### src/rtl/mem_bus_pkg.sv
// rtl/mem_bus_pkg.sv - memory bus command encodings, default geometry and arbiter FSM states
package mem_bus_pkg;

    localparam logic [1:0] CMD_NOP   = 2'd0;
    localparam logic [1:0] CMD_RESP  = 2'd1;
    localparam logic [1:0] CMD_READ  = 2'd2;
    localparam logic [1:0] CMD_WRITE = 2'd3;

    localparam int DEF_ADDR_W     = 19;
    localparam int DEF_LINE_BYTES = 16;

    typedef enum logic [1:0] {
        ST_IDLE  = 2'd0,
        ST_ISSUE = 2'd1,
        ST_WAIT  = 2'd2,
        ST_RESP  = 2'd3
    } arb_state_t;

endpackage

### src/rtl/rr_arbiter2.sv
// rtl/rr_arbiter2.sv - two-way round-robin grant with last-grant memory
module rr_arbiter2 (
    input  logic       i_clk,
    input  logic       i_rst_n,
    input  logic [1:0] i_req,
    input  logic       i_en,
    output logic [1:0] o_grant,
    output logic       o_grant_idx
);

    logic       r_last_grant;
    logic [1:0] w_grant;

    // On contention hand the grant to the requester that was not served last
    always_comb begin
        w_grant = i_req;
        if (i_req == 2'b11) begin
            w_grant = r_last_grant ? 2'b01 : 2'b10;
        end
    end

    assign o_grant     = i_en ? w_grant : 2'b00;
    assign o_grant_idx = w_grant[1];

    // Remember the winner of every grant actually taken; index 1 after reset so 0 wins first
    always_ff @(posedge i_clk or negedge i_rst_n) begin
        if (!i_rst_n) begin
            r_last_grant <= 1'b1;
        end else if (i_en && (i_req != 2'b00)) begin
            r_last_grant <= w_grant[1];
        end
    end

endmodule

### src/rtl/mem_arbiter.sv
// rtl/mem_arbiter.sv - two-requester line arbiter for a single-outstanding memory bus with timeout
module mem_arbiter
    import mem_bus_pkg::*;
#(
    parameter int ADDR_W      = DEF_ADDR_W,
    parameter int LINE_BYTES  = DEF_LINE_BYTES,
    parameter int TIMEOUT     = 255,
    localparam int LINE_W     = 8 * LINE_BYTES
) (
    input  logic                   clk,
    input  logic                   rst_n,
    input  logic [1:0]             req_valid,
    input  logic [1:0]             req_write,
    input  logic [1:0][ADDR_W-1:0] req_addr,
    input  logic [1:0][LINE_W-1:0] req_wdata,
    output logic [1:0]             req_ready,
    output logic [1:0]             resp_valid,
    output logic                   resp_err,
    output logic [LINE_W-1:0]      resp_rdata,
    output logic [1:0]             mem_cmd,
    output logic [ADDR_W-1:0]      mem_addr,
    output logic [LINE_W-1:0]      mem_wdata,
    input  logic [1:0]             mem_resp,
    input  logic [LINE_W-1:0]      mem_rdata
);

    localparam int CNT_W = $clog2(TIMEOUT + 1);

    arb_state_t        r_state;
    arb_state_t        w_next_state;
    logic              r_owner;
    logic              r_write;
    logic              r_err;
    logic [ADDR_W-1:0] r_addr;
    logic [LINE_W-1:0] r_wdata;
    logic [LINE_W-1:0] r_rdata;
    logic [CNT_W-1:0]  r_cnt;
    logic [1:0]        w_grant;
    logic              w_grant_idx;
    logic              w_in_idle;
    logic              w_accept;
    logic              w_resp_hit;
    logic              w_timeout;

    assign w_in_idle  = (r_state == ST_IDLE);
    assign w_accept   = |w_grant;
    assign w_resp_hit = (r_state == ST_WAIT) && (mem_resp == CMD_RESP);
    // The response takes priority over a timeout landing in the same cycle
    assign w_timeout  = (r_state == ST_WAIT) && !w_resp_hit && (r_cnt == CNT_W'(TIMEOUT - 1));

    rr_arbiter2 u_arb (
        .i_clk       (clk),
        .i_rst_n     (rst_n),
        .i_req       (req_valid),
        .i_en        (w_in_idle),
        .o_grant     (w_grant),
        .o_grant_idx (w_grant_idx)
    );

    // State register
    always_ff @(posedge clk or negedge rst_n) begin
        if (!rst_n) begin
            r_state <= ST_IDLE;
        end else begin
            r_state <= w_next_state;
        end
    end

    // Next-state: accept, one command cycle, wait for response or timeout, one response cycle
    always_comb begin
        w_next_state = r_state;
        case (r_state)
            ST_IDLE:  if (w_accept) w_next_state = ST_ISSUE;
            ST_ISSUE: w_next_state = ST_WAIT;
            ST_WAIT:  if (w_resp_hit || w_timeout) w_next_state = ST_RESP;
            ST_RESP:  w_next_state = ST_IDLE;
            default:  w_next_state = ST_IDLE;
        endcase
    end

    // Outputs decoded from state; req_ready is held low while reset is asserted
    always_comb begin
        req_ready  = w_grant & {2{rst_n}};
        mem_cmd    = CMD_NOP;
        resp_valid = 2'b00;
        resp_err   = 1'b0;
        resp_rdata = '0;
        case (r_state)
            ST_ISSUE: mem_cmd = r_write ? CMD_WRITE : CMD_READ;
            ST_RESP: begin
                resp_valid = r_owner ? 2'b10 : 2'b01;
                resp_err   = r_err;
                resp_rdata = r_rdata;
            end
            default: ;
        endcase
    end

    assign mem_addr  = r_addr;
    assign mem_wdata = r_wdata;

    // Transaction registers: latch on accept, run the saturating timeout counter, capture read data
    always_ff @(posedge clk or negedge rst_n) begin
        if (!rst_n) begin
            r_owner <= 1'b0;
            r_write <= 1'b0;
            r_err   <= 1'b0;
            r_addr  <= '0;
            r_wdata <= '0;
            r_rdata <= '0;
            r_cnt   <= '0;
        end else begin
            if (w_accept) begin
                r_owner <= w_grant_idx;
                r_write <= req_write[w_grant_idx];
                r_addr  <= req_addr[w_grant_idx];
                r_wdata <= req_wdata[w_grant_idx];
                r_err   <= 1'b0;
                r_rdata <= '0;
            end
            if (r_state == ST_ISSUE) begin
                r_cnt <= '0;
            end
            if (w_resp_hit) begin
                r_rdata <= r_write ? '0 : mem_rdata;
            end else if (r_state == ST_WAIT) begin
                if (r_cnt != CNT_W'(TIMEOUT)) begin
                    r_cnt <= r_cnt + CNT_W'(1);
                end
                if (w_timeout) begin
                    r_err <= 1'b1;
                end
            end
        end
    end

endmodule

### config.mk
export PLATFORM = sky130hd
export DESIGN_NAME = mem_arbiter
export DESIGN_NICKNAME = d
export VERILOG_FILES = /design/src/rtl/mem_bus_pkg.sv /design/src/rtl/rr_arbiter2.sv /design/src/rtl/mem_arbiter.sv
export SDC_FILE = /design/constraint.sdc
export NUM_CORES = 1
export LEC_CHECK = 0
export CORE_AREA = 4 4 279 281
export CTS_CLUSTER_SIZE = 20
export DETAILED_ROUTE_END_ITERATION = 8
export DIE_AREA = 0 0 283 285
export GPL_TIMING_DRIVEN = 0
export PLACE_DENSITY_LB_ADDON = 0.25
export SETUP_SLACK_MARGIN = 0.1
export SLEW_MARGIN = 15
export SYNTH_ARGS = -nofsm -noshare
export SYNTH_HDL_FRONTEND = slang
export SYNTH_SLANG_ARGS = --single-unit
### constraint.sdc
create_clock -name clk -period 2.6 [get_ports clk]
set_input_delay 0.26 -clock clk [delete_from_list [all_inputs] [get_ports clk]]
set_output_delay 0.26 -clock clk [all_outputs]
set_load 0.02 [all_outputs]
==> flow_summary.yaml <==
worst_setup_path:
  worstRegToRegCells: 7
  startpoint_type: "flip-flop"
  worstReg2RegStart: "r_state[0]"
  crit_path_max_fanout: 10
  worst_setup_path_endpoint: "r_rdata[38]"
  setup.worst_path.end_class: "flip-flop"
  crit_arrival_ns: 2.87
  ff2ff_setup_slack_ns: 0.20
  cp_data_required_time_ns: 3.07
  worstReg2RegEnd: "r_rdata[38]"
  crit_start: "r_state[0]"
  criticalPathCategory: "flip-flop to flip-flop"
synthesis:
  mappedNetlistNets: 1587
  synth_seq_area_share_pct: 55.4
  netlist-cell-type-count: 44
  synth-edff-count: 0
  synth_compound_area_share_pct: 15.5
  synthAdderAreaFrac_pct: 0.575
  synth_xor_area_share_pct: 0
  ys_ff_latch: 289
  synth_top_family_by_area: "compound AO/OA/AOI/OAI gates"
  synth_top_flop_cell: "sky130_fd_sc_hd__dfrtp_1"
  asyncSetResetFlopFracSynth_pct: 100
  post_synth_instance_area_mm2: 0.0131
  simple_gate_fraction_of_synth_area_pct: 11.9
  syn-mean-instance-area_um2: 11.3
  ys_warn_count: 0
  post_synth_mux_area_share_pct: 11.8
  syn-instance-count: 1151
final_layout:
  area_overhead_of_the_layout_relative_to_synthesis_pct: 76.3
  finish.cell_count_without_fillers: 2921
  design.final.nets: 2348
  finish.instance_area_mm2: 0.0230
  post_layout_util_pct: 30.5
  post_route_cells_drive_above_1_share_pct: 8.72
power:
  power.share.combinational_pct: 45.5
  leakage_nw: 10.6
  cell_internal_power_mw: 14.8
  p_per_area_mw_per_mm2: 1040
  irDropWorstVdd_mv: 0.415
  power.sequential.fraction_pct: 31.4
  switching_share_pct: 38.0
  switching_power_mw: 9.05
  power.clock.fraction_pct: 23.1
  power.total_mw: 23.8
hold_path:
  worstHoldPathType: "input pin to flip-flop"
  whs_path_depth: 2
clocking:
  htree_num_levels: 2
  cts-root-to-sink-buffers: 3
  clk-insertion-delay-late_ns: 0.54
  cts.clk_slew.worst_paths_ns: 0.05
  tritoncts_num_sinks: 289
  cts_tree: "built"
  cts_inserted_buffers: 38
  root_buffer: "sky130_fd_sc_hd__clkbuf_16"
drt:
  drt_pass1_iterations: 5
  antenna_violating_nets_left: 0
  drc: 0
  route.detailed.vias_per_inst: 4.06
  initialDrtViolationCount: 475
  dr_total_vias: 11900
  drt-wirelength-per-cell_um: 20.9
  wl_um: 61100
timing:
  rsz0062_at_grt: "no"
  finalHoldViolations: 0
  setup_total_negative_slack_ns: 0
  hold_slack_ns: 0.316
  timing.final.max_slew_violations: 0
  fin_crit_sh_pct: 92.5
  fmax_mhz: 416
  timing.final.setup_violations: 0
  skew_ns: 0.0149
  finalWorstPathRequiredPeriod_ns: 2.40
  post_route_worst_setup_slack_ns: 0.195
  worstMarginPinSlew_ns: 0.777
  maxSlewHeadroom_pct: 48.2
global_route:
  largest_net_degree_at_the_start_of_global_routing: 91
  grt_use_total_pct: 14.5
  grt_remaining_overflow: 0
  antenna_found_initial: 9
  first_global_vias: 13000
  grt_pass1_wl_um: 88200
placement:
  dp_hpwl_um: 48400
  place_worst_setup_slack_ns: -0.575
  dpl.cell_count: 2843
  place_congestion: 0.833
  detailed_place.area_mm2: 0.0215
  placement.io_buffers: 711
floorplanning:
  die_height_um: 285
  core_area_mm2: 0.0754
  rows: 101
  floorplan.die_area_mm2: 0.0807
  die_w_um: 283
  pin_count: 712
  initial_core_utilization_pct: 17.3
job:
  timing.max_cap.violations: 0
status:
  outcome: "completed"
[cells by family after synthesis]
logic type	count (synthesis)
and+or+nand+nor	307
AOI/OAI and AO/OA	297
DFF	289
muxes	153
buffers and inverters	99
adders and majority gates	6
[worst max-delay path: stages, from the launching register on]
cell and delay, ns:
sky130_fd_sc_hd__dfrtp_2 0.44, sky130_fd_sc_hd__inv_1 0.10, sky130_fd_sc_hd__ha_1 0.35, sky130_fd_sc_hd__inv_2 0.14, sky130_fd_sc_hd__nor3_2 0.37, sky130_fd_sc_hd__buf_2 0.42, sky130_fd_sc_hd__buf_2 0.32, sky130_fd_sc_hd__a22o_1 0.17
[power groups by stage]
stage / clock network, mW / registers (mW) / logic, mW
5_1_grt: 5.88 / 7.71 / 11.8
6_report: 5.50 / 7.47 / 10.8
3_3_place_gp: 0 / 7.47 / 11.0
2_1_floorplan: 0 / 8.64 / 4.24
3_5_place_dp: 0 / 7.49 / 11.0
4_1_cts: 5.75 / 7.48 / 11.1
[cell type report]
class | instances | area, um2
Buffer | 92 | 698
Tap cell | 978 | 1220
Clock buffer | 61 | 1210
Timing Repair Buffer | 721 | 7310
Sequential cell | 289 | 7240
Inverter | 7 | 26.3
Fill cell | 7765 | 52400
Clock inverter | 5 | 100
Antenna cell | 5 | 12.5
Multi-Input combinational cell | 763 | 5200
[registers in the layout (all words and copies together) (netlist names)]
register	count
r_err	1
r_write	1
u_arb.r_last_grant	1
r_state	2
r_owner	1
mem_addr	19
r_cnt	8
r_rdata	128
mem_wdata	128
[worst min-delay path by stage]
stage	from	to	slack, ns
3_5_place_dp	rst_n	r_rdata[97]	0.22
6_report	mem_rdata[23]	r_rdata[23]	0.32
5_1_grt	mem_rdata[23]	r_rdata[23]	0.29
4_1_cts	mem_rdata[23]	r_rdata[23]	0.26
3_3_place_gp	mem_wdata[45]	mem_wdata[45]	0.47
2_1_floorplan	rst_n	mem_addr[0]	-0.04
[Yosys cell counts, types with 2 or more instances]
master | n | area share, %
sky130_fd_sc_hd__and3_1 | 3 | 0.14
sky130_fd_sc_hd__clkbuf_1 | 38 | 1.1
sky130_fd_sc_hd__a22o_1 | 129 | 8.7
sky130_fd_sc_hd__a22oi_1 | 2 | 0.11
sky130_fd_sc_hd__nand3_1 | 3 | 0.11
sky130_fd_sc_hd__or3_1 | 2 | 0.096
sky130_fd_sc_hd__inv_1 | 6 | 0.17
sky130_fd_sc_hd__ha_1 | 6 | 0.57
sky130_fd_sc_hd__nand2_1 | 153 | 4.4
sky130_fd_sc_hd__nand2b_1 | 2 | 0.096
sky130_fd_sc_hd__o21ai_0 | 3 | 0.11
sky130_fd_sc_hd__buf_6 | 16 | 1.4
sky130_fd_sc_hd__nand4_1 | 3 | 0.14
sky130_fd_sc_hd__o21ai_1 | 148 | 5.7
sky130_fd_sc_hd__mux2_1 | 2 | 0.17
sky130_fd_sc_hd__buf_2 | 23 | 0.88
sky130_fd_sc_hd__buf_4 | 5 | 0.29
sky130_fd_sc_hd__and2_1 | 131 | 6.3
sky130_fd_sc_hd__a21oi_1 | 4 | 0.15
sky130_fd_sc_hd__dfrtp_1 | 288 | 55
sky130_fd_sc_hd__nor2_1 | 2 | 0.058
sky130_fd_sc_hd__buf_8 | 9 | 1.0
sky130_fd_sc_hd__mux2i_1 | 150 | 11
sky130_fd_sc_hd__a31oi_1 | 3 | 0.14
[what timing repair did]
action	in CTS	in global routing
setup endpoints to repair	179	96
gates resized for setup	182	32
endpoints found under the hold margin	51	0
setup buffers	1	0
cloned	1	0
hold buffers	5	0
[cell usage in the layout (no fill, tap or decap), types with 3 or more instances in the layout]
cell	netlist	layout
sky130_fd_sc_hd__inv_1	6	6
sky130_fd_sc_hd__a31oi_1	3	3
sky130_fd_sc_hd__clkbuf_16	0	42
sky130_fd_sc_hd__o21ai_0	3	3
sky130_fd_sc_hd__clkdlybuf4s50_1	0	585
sky130_fd_sc_hd__nand3_1	3	3
sky130_fd_sc_hd__a22o_1	129	129
sky130_fd_sc_hd__clkdlybuf4s15_2	0	14
sky130_fd_sc_hd__mux2i_1	150	150
sky130_fd_sc_hd__buf_2	23	21
sky130_fd_sc_hd__a21oi_1	4	4
sky130_fd_sc_hd__and2_1	131	131
sky130_fd_sc_hd__o21ai_1	148	148
sky130_fd_sc_hd__bufinv_16	0	3
sky130_fd_sc_hd__diode_2	0	5
sky130_fd_sc_hd__clkbuf_4	0	6
sky130_fd_sc_hd__and3_1	3	3
sky130_fd_sc_hd__buf_4	5	7
sky130_fd_sc_hd__clkbuf_2	0	17
sky130_fd_sc_hd__dlygate4sd2_1	0	81
sky130_fd_sc_hd__nand4_1	3	3
sky130_fd_sc_hd__buf_8	9	10
sky130_fd_sc_hd__dfrtp_1	288	286
sky130_fd_sc_hd__nand2_1	153	153
sky130_fd_sc_hd__clkbuf_8	0	11
sky130_fd_sc_hd__clkbuf_1	38	24
sky130_fd_sc_hd__ha_1	6	3
sky130_fd_sc_hd__clkdlybuf4s15_1	0	13
sky130_fd_sc_hd__buf_6	16	14
sky130_fd_sc_hd__buf_16	0	6
sky130_fd_sc_hd__dlymetal6s2s_1	0	17
[layer usage]
metal	part of all wire (%)	vias to the layer above	global-route usage [%]	wire (um)
met5	0	-	0	0
met4	2.6	0	4.51	1570
met3	9.6	82	5.30	5850
met2	50	510	25.5	30300
met1	38	5695	16.5	23400
li1	-	5565	-	-
No activity file was read; power rests on OpenSTA's default activity.
